`src/rtl/sdram_arbiter_module_if.sv`:
```
// Client request/grant bus plus the sub-module strobes of the SDRAM command arbiter.
// The arbiter sits on the slave modport and the clients/sub-modules on the master modport.
interface sdram_arbiter_module_if #(
    parameter int NCH = 4
);
    logic [NCH-1:0] WrEN_Sig;
    logic [NCH-1:0] RdEN_Sig;
    logic [NCH-1:0] Grant_Sig;
    logic [NCH-1:0] Done_Sig;
    logic           Busy_Sig;
    logic           Init_Done_Sig;
    logic           Func_Done_Sig;
    logic           AR_Done_Sig;
    logic           Init_Start_Sig;
    logic [2:0]     Func_Start_Sig;
    logic [2:0]     Ref_Pend;
    logic           Ref_Ovf_Sig;
    logic [2:0]     state_dbg;

    // Handshake: a channel raises RdEN/WrEN and holds it until its Done_Sig pulse;
    // each start strobe is held high until the matching done strobe is seen on a clock edge.
    modport slave (
        input  WrEN_Sig, RdEN_Sig, Init_Done_Sig, Func_Done_Sig, AR_Done_Sig,
        output Grant_Sig, Done_Sig, Busy_Sig, Init_Start_Sig, Func_Start_Sig,
               Ref_Pend, Ref_Ovf_Sig, state_dbg
    );

    modport master (
        output WrEN_Sig, RdEN_Sig, Init_Done_Sig, Func_Done_Sig, AR_Done_Sig,
        input  Grant_Sig, Done_Sig, Busy_Sig, Init_Start_Sig, Func_Start_Sig,
               Ref_Pend, Ref_Ovf_Sig, state_dbg
    );
endinterface

```
`src/rtl/sdram_arbiter_module.sv`:
```
// SDRAM command arbiter: power-up init, periodic auto-refresh with a bounded
// postponement backlog, and round-robin grant of the shared read/write engine.
module sdram_arbiter_module #(
    parameter int NCH        = 4,
    parameter int REF_CYCLES = 100,
    parameter int REF_W      = 16,
    parameter int MAX_PEND   = 4
) (
    input  logic                 CLK,
    input  logic                 RST,
    sdram_arbiter_module_if.slave bus
);
    localparam int              PW       = (NCH > 1) ? $clog2(NCH) : 1;
    localparam logic [2:0]      PEND_MAX = 3'(MAX_PEND);
    localparam logic [REF_W-1:0] REF_LAST = REF_W'(REF_CYCLES - 1);

    typedef enum logic [2:0] {
        S_INIT = 3'd0,
        S_IDLE = 3'd1,
        S_AREF = 3'd2,
        S_FUNC = 3'd3,
        S_DONE = 3'd4
    } state_t;

    state_t           state;
    state_t           state_nxt;
    logic [PW-1:0]    ptr;
    logic [PW-1:0]    winner;
    logic             win_found;
    logic             rd_sel;
    logic             init_armed;
    logic [REF_W-1:0] ref_cnt;
    logic [2:0]       ref_pend;
    logic             ref_ovf;
    logic             tick;
    logic             ar_dec;
    logic [NCH-1:0]   req;
    logic [NCH-1:0]   ptr_oh;

    assign req    = bus.WrEN_Sig | bus.RdEN_Sig;
    assign ptr_oh = NCH'(1) << ptr;
    assign tick   = (state != S_INIT) && (ref_cnt == REF_LAST);
    assign ar_dec = (state == S_AREF) && bus.AR_Done_Sig;

    // Round-robin search starts one past the last winner and wraps.
    always_comb begin
        int idx;
        idx       = 0;
        winner    = ptr;
        win_found = 1'b0;
        for (int i = 1; i <= NCH; i++) begin
            idx = int'(ptr) + i;
            if (idx >= NCH) idx = idx - NCH;
            if (!win_found && req[idx[PW-1:0]]) begin
                winner    = idx[PW-1:0];
                win_found = 1'b1;
            end
        end
    end

    always_ff @(posedge CLK) begin
        if (RST) state <= S_INIT;
        else     state <= state_nxt;
    end

    // A full backlog outranks clients; a partial one only fills idle time.
    always_comb begin
        state_nxt = state;
        case (state)
            S_INIT: if (bus.Init_Done_Sig) state_nxt = S_IDLE;
            S_IDLE: begin
                if (ref_pend == PEND_MAX)  state_nxt = S_AREF;
                else if (win_found)        state_nxt = S_FUNC;
                else if (ref_pend != 3'd0) state_nxt = S_AREF;
            end
            S_AREF: if (bus.AR_Done_Sig)   state_nxt = S_IDLE;
            S_FUNC: if (bus.Func_Done_Sig) state_nxt = S_DONE;
            S_DONE: state_nxt = S_IDLE;
            default: state_nxt = S_INIT;
        endcase
    end

    always_comb begin
        bus.Grant_Sig      = '0;
        bus.Done_Sig       = '0;
        bus.Func_Start_Sig = 3'b000;
        bus.Busy_Sig       = 1'b0;
        bus.Init_Start_Sig = 1'b0;
        case (state)
            S_INIT: begin
                bus.Busy_Sig       = 1'b1;
                bus.Init_Start_Sig = init_armed;
            end
            S_AREF: bus.Func_Start_Sig = 3'b100;
            S_FUNC: begin
                bus.Grant_Sig      = ptr_oh;
                bus.Func_Start_Sig = rd_sel ? 3'b010 : 3'b001;
            end
            S_DONE: begin
                bus.Grant_Sig = ptr_oh;
                bus.Done_Sig  = ptr_oh;
            end
            default: ;
        endcase
    end

    assign bus.Ref_Pend    = ref_pend;
    assign bus.Ref_Ovf_Sig = ref_ovf;
    assign bus.state_dbg   = state;

    // init_armed delays Init_Start by one edge so it stays low while RST is held.
    always_ff @(posedge CLK) begin
        if (RST) begin
            ptr        <= '0;
            rd_sel     <= 1'b0;
            init_armed <= 1'b0;
            ref_cnt    <= '0;
            ref_pend   <= 3'd0;
            ref_ovf    <= 1'b0;
        end else begin
            init_armed <= 1'b1;
            if (state == S_IDLE && state_nxt == S_FUNC) begin
                ptr    <= winner;
                rd_sel <= bus.RdEN_Sig[winner];
            end
            if (state == S_INIT || tick) ref_cnt <= '0;
            else                         ref_cnt <= ref_cnt + 1'b1;
            // A tick and a completed refresh in the same cycle cancel out.
            if (tick && !ar_dec) begin
                if (ref_pend == PEND_MAX) ref_ovf  <= 1'b1;
                else                      ref_pend <= ref_pend + 3'd1;
            end else if (ar_dec && !tick) begin
                ref_pend <= ref_pend - 3'd1;
            end
        end
    end
endmodule

```
`src/flat_wrapper.sv`:
```
// flat-port wrapper written by rule: the top's interface ports become plain ports
module sdram_arbiter_module_flat 
#(
    parameter int NCH        = 4,
    parameter int REF_CYCLES = 100,
    parameter int REF_W      = 16,
    parameter int MAX_PEND   = 4
)
  (CLK, RST, bus_WrEN_Sig, bus_RdEN_Sig, bus_Init_Done_Sig, bus_Func_Done_Sig, bus_AR_Done_Sig, bus_Grant_Sig, bus_Done_Sig, bus_Busy_Sig, bus_Init_Start_Sig, bus_Func_Start_Sig, bus_Ref_Pend, bus_Ref_Ovf_Sig, bus_state_dbg);
  sdram_arbiter_module_if #(.NCH(NCH)) bus_i ();
  input  logic CLK;
  input  logic RST;
  input wire logic [$bits(bus_i.WrEN_Sig)-1:0] bus_WrEN_Sig;
  input wire logic [$bits(bus_i.RdEN_Sig)-1:0] bus_RdEN_Sig;
  input wire logic [$bits(bus_i.Init_Done_Sig)-1:0] bus_Init_Done_Sig;
  input wire logic [$bits(bus_i.Func_Done_Sig)-1:0] bus_Func_Done_Sig;
  input wire logic [$bits(bus_i.AR_Done_Sig)-1:0] bus_AR_Done_Sig;
  output wire logic [$bits(bus_i.Grant_Sig)-1:0] bus_Grant_Sig;
  output wire logic [$bits(bus_i.Done_Sig)-1:0] bus_Done_Sig;
  output wire logic [$bits(bus_i.Busy_Sig)-1:0] bus_Busy_Sig;
  output wire logic [$bits(bus_i.Init_Start_Sig)-1:0] bus_Init_Start_Sig;
  output wire logic [$bits(bus_i.Func_Start_Sig)-1:0] bus_Func_Start_Sig;
  output wire logic [$bits(bus_i.Ref_Pend)-1:0] bus_Ref_Pend;
  output wire logic [$bits(bus_i.Ref_Ovf_Sig)-1:0] bus_Ref_Ovf_Sig;
  output wire logic [$bits(bus_i.state_dbg)-1:0] bus_state_dbg;
  assign bus_i.WrEN_Sig = bus_WrEN_Sig;
  assign bus_i.RdEN_Sig = bus_RdEN_Sig;
  assign bus_i.Init_Done_Sig = bus_Init_Done_Sig;
  assign bus_i.Func_Done_Sig = bus_Func_Done_Sig;
  assign bus_i.AR_Done_Sig = bus_AR_Done_Sig;
  assign bus_Grant_Sig = bus_i.Grant_Sig;
  assign bus_Done_Sig = bus_i.Done_Sig;
  assign bus_Busy_Sig = bus_i.Busy_Sig;
  assign bus_Init_Start_Sig = bus_i.Init_Start_Sig;
  assign bus_Func_Start_Sig = bus_i.Func_Start_Sig;
  assign bus_Ref_Pend = bus_i.Ref_Pend;
  assign bus_Ref_Ovf_Sig = bus_i.Ref_Ovf_Sig;
  assign bus_state_dbg = bus_i.state_dbg;
  sdram_arbiter_module #(.NCH(NCH), .REF_CYCLES(REF_CYCLES), .REF_W(REF_W), .MAX_PEND(MAX_PEND)) u_core (.CLK(CLK), .RST(RST), .bus(bus_i));
endmodule
```
`config.mk`:
```
export PLATFORM = sky130hd
export DESIGN_NAME = sdram_arbiter_module_flat
export DESIGN_NICKNAME = d
export VERILOG_FILES = /design/src/rtl/sdram_arbiter_module_if.sv /design/src/rtl/sdram_arbiter_module.sv /design/src/flat_wrapper.sv
export SDC_FILE = /design/constraint.sdc
export NUM_CORES = 1
export LEC_CHECK = 0
export CORE_ASPECT_RATIO = 0.75
export CORE_MARGIN = 3
export CORE_UTILIZATION = 50
export DETAILED_ROUTE_END_ITERATION = 8
export PLACE_DENSITY_LB_ADDON = 0.05
export SLEW_MARGIN = 20
export SYNTH_ARGS = -nofsm -noshare
export SYNTH_HDL_FRONTEND = slang
export SYNTH_SLANG_ARGS = --single-unit
export TNS_END_PERCENT = 10
```
`constraint.sdc`:
```
create_clock -name CLK -period 4.8 [get_ports CLK]
set_clock_uncertainty 0.15 [all_clocks]
set_input_delay 0.72 -clock CLK [delete_from_list [all_inputs] [get_ports CLK]]
set_output_delay 0.72 -clock CLK [all_outputs]
set_load 0.01 [all_outputs]
```
==> qor.csv, run 1 <==
stage,metric,value,unit
detailed_routing,wirelength,3670,µm
synth,synth-seq-area-share,0.337,
worst_setup_path,rr_worst_depth,10,
clocking,cts_made_buffers,3,
sta,worst_pin_slew,0.579,ns
worst_setup_path,crit_required,4.80,ns
sta,drv_slew,0,
clocking,htree_levels,1,
floorplanning,die-area,3930,µm²
clocking,clock_path_buffers,2,
sta,finalHoldViolCount,0,
floorplanning,ios,33,
sta,min_period,2.97,ns
floorplanning,die_w,71.4,µm
detailed_routing,ant_nets,0,
sta,fin_crit_sh,0.619,
synth,synth-async-reset-ratio,0,
placement,portBuffers,32,
clocking,worstSkewPairLatency,0.27,ns
pwr,peakVddDrop,184,µV
outcome,outcome,"complete, no violations",
worst_setup_path,rr_startpoint,u_core.ref_cnt[0],
clocking,holdBufCountCts,0,
detailed_routing,drt-initial-drc-count,91,
synth,synth_most_common_cell,nor2_1,
placement,place_congestion,0.816,
global_routing,grt_overflow,0,
worst_setup_path,arrival,2.97,ns
global_routing,grt_pass1_wl,6400,µm
global_routing,grtUsageTotal,0.206,
worst_hold_path,hp-start,u_core.bus.Ref_Ovf_Sig,
worst_setup_path,r2r_slack,1.83,ns
finish,multiInputGateArea,1010,µm²
clocking,cts_root_buf,clkbuf_8,
worst_setup_path,crit_fanout,7,
sta,max_freq,0.336,GHz
global_routing,grt_max_degree,16,
sta,finalSetupViolCount,0,
detailed_routing,post_drt_wl_per_cell,14.4,µm
worst_hold_path,whs_endpoint,u_core.bus.Ref_Ovf_Sig,
synth,synth_enable_flop_cells,0,
finish,instances_no_fill,255,
finish,regArea,541,µm²
worst_hold_path,hold-path-cell-count,2,
synth,ys.flop_type,dfxtp_1,
worst_setup_path,cp-start-kind,register,
clocking,clkSlewWorstSetupHoldPaths,0.09,ns
detailed_routing,vias,1455,
floorplanning,fp.coreArea,3000,µm²
clocking,tritoncts,done,
synth,synth_area,1600,µm²
sta,rsz0062_at_grt,no,
pwr,powerDensity,267,nW/µm²
synth,synth_common_cells,"29 x nor2_1, 27 x dfxtp_1, 12 x nand2_1, 8 x xor2_1",
global_routing,grt_pass1_vias,1416,
finish,fillers,261,
global_routing,grt_antenna_before_repair,0,
synth,netlist_instances,187,
worst_setup_path,crit_type,reg -> reg,
synth,synth.distinct_cells,50,
synth,synth_top_area_cell,dfxtp_1,
finish,final_net_count,237,
synth,ys_ff_latch,27,
detailed_routing,first_pass_iters,4,
finish,area_growth,24.1,%
synth,synth_warnings,0,
pwr,p_leak,0.000699,µW
synth,synth_area_leaders,"dfxtp_1 34%, nor2_1 6.8%, xor2_1 4.4%, ha_1 3.9%, nand2_1 2.8%",
detailed_routing,viasPerCell,5.71,
synth,syn_nets,206,
synth,synth_top_area_frac,0.337,
placement,dp.cells,251,
placement,dp_hpwl,2880,µm
worst_setup_path,endpoint_kind,register,
floorplanning,initial_core_util,0.534,
finish,antenna_cells,0,
sta,setup_tns,0,ns
flow_run,drv_cap,0,
floorplanning,dieHeight,55.0,µm
sta,relSlewSlack,0.610,
worst_setup_path,rr_endpoint,u_core.bus.Ref_Pend[2],
worst_hold_path,hp-class,reg -> reg,
clocking,cts.sinks,27,
detailed_routing,drc,0,
synth,synth_area_per_cell,8.57,µm²
floorplanning,rows,17,
finish,drive_gt1_frac,0.0691,
clocking,cts_setup_buffers,0,
clocking,cts_resized,0,
## flip-flops by register name, indices dropped and copies added, names as in the netlist
signal,flops
u_core.bus.Ref_Ovf_Sig,1
u_core.bus.Ref_Pend,3
u_core.bus.state_dbg,3
u_core.init_armed,1
u_core.ptr,2
u_core.rd_sel,1
u_core.ref_cnt,16
## through the flow
stage	total power [µW]	setup WS (ns)	cell area, µm²	hold WS, ns	utilization
after floorplan	356	2.25	1600	0.308	-
after global placement	405	1.81	1940	0.312	0.648
after detailed placement	409	1.69	1940	0.323	0.648
final	532	1.83	1990	0.346	0.663
after CTS	535	1.88	1990	0.346	0.663
after global routing	568	1.61	1990	0.381	0.663
## area by class of cell
class                           instances  area share
Tap cell                               38      0.0239
Inverter                                7      0.0132
Sequential cell                        27       0.272
Multi-Input combinational cell        147       0.508
Timing Repair Buffer                   32       0.161
Clock buffer                            4      0.0226
## metal layers
metal	up-vias	global-route usage	routed length (µm)
met5	-	0	0
met4	0	0.0656	21
met3	4	0.0451	219
met2	37	0.323	1600
met1	674	0.283	1840
li1	740	-	-
## cell usage in the layout (no fill, tap or decap), types with 6 or more instances in the layout
cell type | synthesis | final
inv_1 | 6 | 6
dfxtp_1 | 27 | 27
and2_1 | 7 | 7
and3_1 | 7 | 7
o21ai_0 | 6 | 6
clkdlybuf4s50_1 | 0 | 32
a21oi_1 | 7 | 7
nand2_1 | 12 | 12
xor2_1 | 8 | 8
nor2_1 | 29 | 29
## power by group
group / internal [µW] / total (µW) / switching [µW]
Combinational: 72.6 / 149 / 75.9
Clock: 59.4 / 126 / 66.7
Sequential: 235 / 257 / 22.7
## kinds of logic after synthesis
family	Yosys count	synth area share
xor gates and xnor gates	12	0.0656
muxes	3	0.0187
DFF	27	0.337
buffers and inverters	13	0.0328
and+or+nand+nor	93	0.341
AOI/OAI and AO/OA	33	0.153
adders and majority gates	6	0.0515
## critical path: stages (launching register included)
cell and delay (ns):
dfxtp_1 0.43, ha_1 0.24, nor4b_1 0.27, nand4_1 0.33
nor2_1 0.23, inv_1 0.08, fa_1 0.39, or3_1 0.39
o211ai_1 0.12, xor2_1 0.18, nor2_1 0.05
## worst max-delay path by stage
stage | from | to
floorplan | u_core.ref_cnt[0] | u_core.bus.Ref_Pend[2]
global route | u_core.ref_cnt[0] | u_core.bus.Ref_Pend[2]
detailed placement | bus_AR_Done_Sig | u_core.bus.Ref_Pend[2]
finish | u_core.ref_cnt[0] | u_core.bus.Ref_Pend[2]
CTS | u_core.ref_cnt[0] | u_core.bus.Ref_Pend[2]
global placement | bus_AR_Done_Sig | u_core.bus.Ref_Pend[2]
Power figures use the tool's default switching activity.
==> inputs of run 2 (changes only) <==
==> constraint.sdc (replaced) <==
create_clock -name CLK -period 3 [get_ports CLK]
set_clock_uncertainty 0.15 [all_clocks]
set_input_delay 0.45 -clock CLK [delete_from_list [all_inputs] [get_ports CLK]]
set_output_delay 0.45 -clock CLK [all_outputs]
set_load 0.01 [all_outputs]
==> qor.csv, run 2 (same netlist as run 1, synthesis figures left out) <==
stage,metric,value,unit,change
outcome,outcome,"complete, no violations",,unchanged
detailed_routing,post_drt_wl_per_cell,14.6,µm,was 14.4 µm
placement,portBuffers,32,,unchanged
floorplanning,ios,33,,unchanged
floorplanning,initial_core_util,0.534,,unchanged
worst_setup_path,crit_fanout,4,,was 7
pwr,powerDensity,427,nW/µm²,was 267 nW/µm²
finish,fillers,253,,was 261
finish,layout_commonest_cell,clkdlybuf4s50_1,,unchanged
finish,multiInputGateArea,1010,µm²,unchanged
worst_setup_path,crit_required,3.00,ns,was 4.80 ns
sta,fin_crit_sh,0.922,,was 0.619
pwr,p_switching,266,µW,was 165 µW
floorplanning,rows,17,,unchanged
finish,fin_util,0.668,,was 0.663
placement,dp_hpwl,2870,µm,was 2880 µm
pwr,p_seq_frac,0.473,,was 0.484
sta,relSlewSlack,0.556,,was 0.610
clocking,worstSkewPairLatency,0.27,ns,about the same
finish,final_net_count,239,,was 237
clocking,cts_resized,0,,unchanged
clocking,cts.sinks,27,,unchanged
detailed_routing,vias,1491,,was 1455
worst_setup_path,endpoint_kind,register,,unchanged
sta,min_period,2.77,ns,was 2.97 ns
detailed_routing,drc,0,,unchanged
sta,setup_tns,0,ns,unchanged
finish,layout_common_cells,"32 x clkdlybuf4s50_1, 29 x nor2_1, 27 x dfxtp_1",,unchanged
worst_hold_path,hp-class,reg -> reg,,unchanged
pwr,p_sw_frac,0.311,,about the same
sta,finalSetupViolCount,0,,unchanged
floorplanning,die-area,3930,µm²,unchanged
worst_setup_path,cp-start-kind,register,,unchanged
worst_setup_path,arrival,2.77,ns,was 2.97 ns
flow_run,drv_cap,0,,unchanged
clocking,tritoncts,done,,unchanged
pwr,internal_power,589,µW,was 367 µW
finish,largest_register_ffs,16,,unchanged
clocking,clkSlewWorstSetupHoldPaths,0.09,ns,about the same
placement,placed_area,1960,µm²,was 1940 µm²
detailed_routing,viasPerCell,5.80,,was 5.71
pwr,pwr-share-clk,0.236,,was 0.237
finish,area_growth,25.1,%,was 24.1%
global_routing,grt_pass1_wl,6140,µm,was 6400 µm
clocking,htree_levels,1,,unchanged
sta,setup_ws,0.234,ns,was 1.83 ns
global_routing,grt_antenna_before_repair,0,,unchanged
pwr,peakVddDrop,264,µV,was 184 µV
pwr,combinationalPowerShare,0.291,,was 0.279
sta,rsz0062_at_grt,no,,unchanged
floorplanning,fp.coreArea,3000,µm²,unchanged
floorplanning,dieHeight,55.0,µm,unchanged
detailed_routing,wirelength,3750,µm,was 3670 µm
clocking,cts_setup_buffers,0,,unchanged
clocking,holdBufCountCts,0,,unchanged
sta,hold_ws,0.355,ns,was 0.346 ns
clocking,cts_made_buffers,3,,unchanged
clocking,clock_path_buffers,2,,unchanged
finish,final_area,2000,µm²,was 1990 µm²
detailed_routing,first_pass_iters,4,,unchanged
sta,worst_pin_slew,0.660,ns,was 0.579 ns
finish,drive_gt1_frac,0.0776,,was 0.0691
finish,antenna_cells,0,,unchanged
sta,drv_slew,0,,unchanged
floorplanning,die_w,71.4,µm,unchanged
sta,max_freq,0.362,GHz,was 0.336 GHz
finish,top_register,u_core.ref_cnt,,unchanged
global_routing,grt_max_degree,16,,unchanged
clocking,cts_root_buf,clkbuf_8,,unchanged
detailed_routing,ant_nets,0,,unchanged
worst_setup_path,crit_type,reg -> reg,,unchanged
global_routing,grt_overflow,0,,unchanged
sta,finalHoldViolCount,0,,unchanged
pwr,p_leak,0.000708,µW,was 0.000699 µW
global_routing,grtUsageTotal,0.197,,was 0.206
placement,place_congestion,0.811,,was 0.816
placement,pre_cts_slack,0.172,ns,was 1.69 ns
finish,regArea,541,µm²,unchanged
global_routing,grt_pass1_vias,1357,,was 1416
detailed_routing,drt-initial-drc-count,84,,was 91
## run 2: final cells by class
cell class,instances,area share
well taps,38,0.0237
clock buffers,4,0.0225
repair buffers,34,0.167
multi-input cells,147,0.504
flip-flops and latches,27,0.270
inverters,7,0.0131
## run 2: path summary, 6_finish.rpt
| path | slack, ns | cells past startpoint | start | to |
|---|---|---|---|---|
| hold / removal | 0.35 | 2 | u_core.ref_cnt[13] | u_core.ref_cnt[13] |
| hold reg to reg | 0.35 | 2 | u_core.ref_cnt[13] | u_core.ref_cnt[13] |
| setup / recovery | 0.23 | 10 | u_core.ref_cnt[0] | u_core.bus.Ref_Pend[2] |
| setup reg to reg | 0.23 | 10 | u_core.ref_cnt[0] | u_core.bus.Ref_Pend[2] |
## run 2: worst max-delay path: stages, from the launching register on
cell and delay (ns):
dfxtp_1 0.42, ha_1 0.25, nor4b_1 0.28, nand4_1 0.20, nor2_1 0.18, inv_1 0.07
fa_1 0.37, or3_1 0.38, o211ai_1 0.12, xor2_1 0.17, nor2_1 0.05
## run 2: per-layer routing
metal / GRT usage / wire [µm] / vias to the layer above
met3: 0.0451 / 241 / 5
met2: 0.325 / 1630 / 44
met5: 0 / 0 / -
met4: 0.0375 / 21 / 0
met1: 0.267 / 1850 / 692
li1: - / - / 750
## run 2: stage by stage
step                std cells  total power [µW]
floorplan                 187               570
global placement          253               651
detailed placement        253               658
CTS                       257               859
global route              257               910
finish                    257               856
## run 2: power groups by stage
stage / registers, µW / logic, µW / clock network, µW
after global placement: 412 / 240 / 0
after global routing: 408 / 272 / 230
final: 405 / 249 / 202
after floorplan: 402 / 168 / 0
after detailed placement: 412 / 246 / 0
after CTS: 404 / 248 / 208
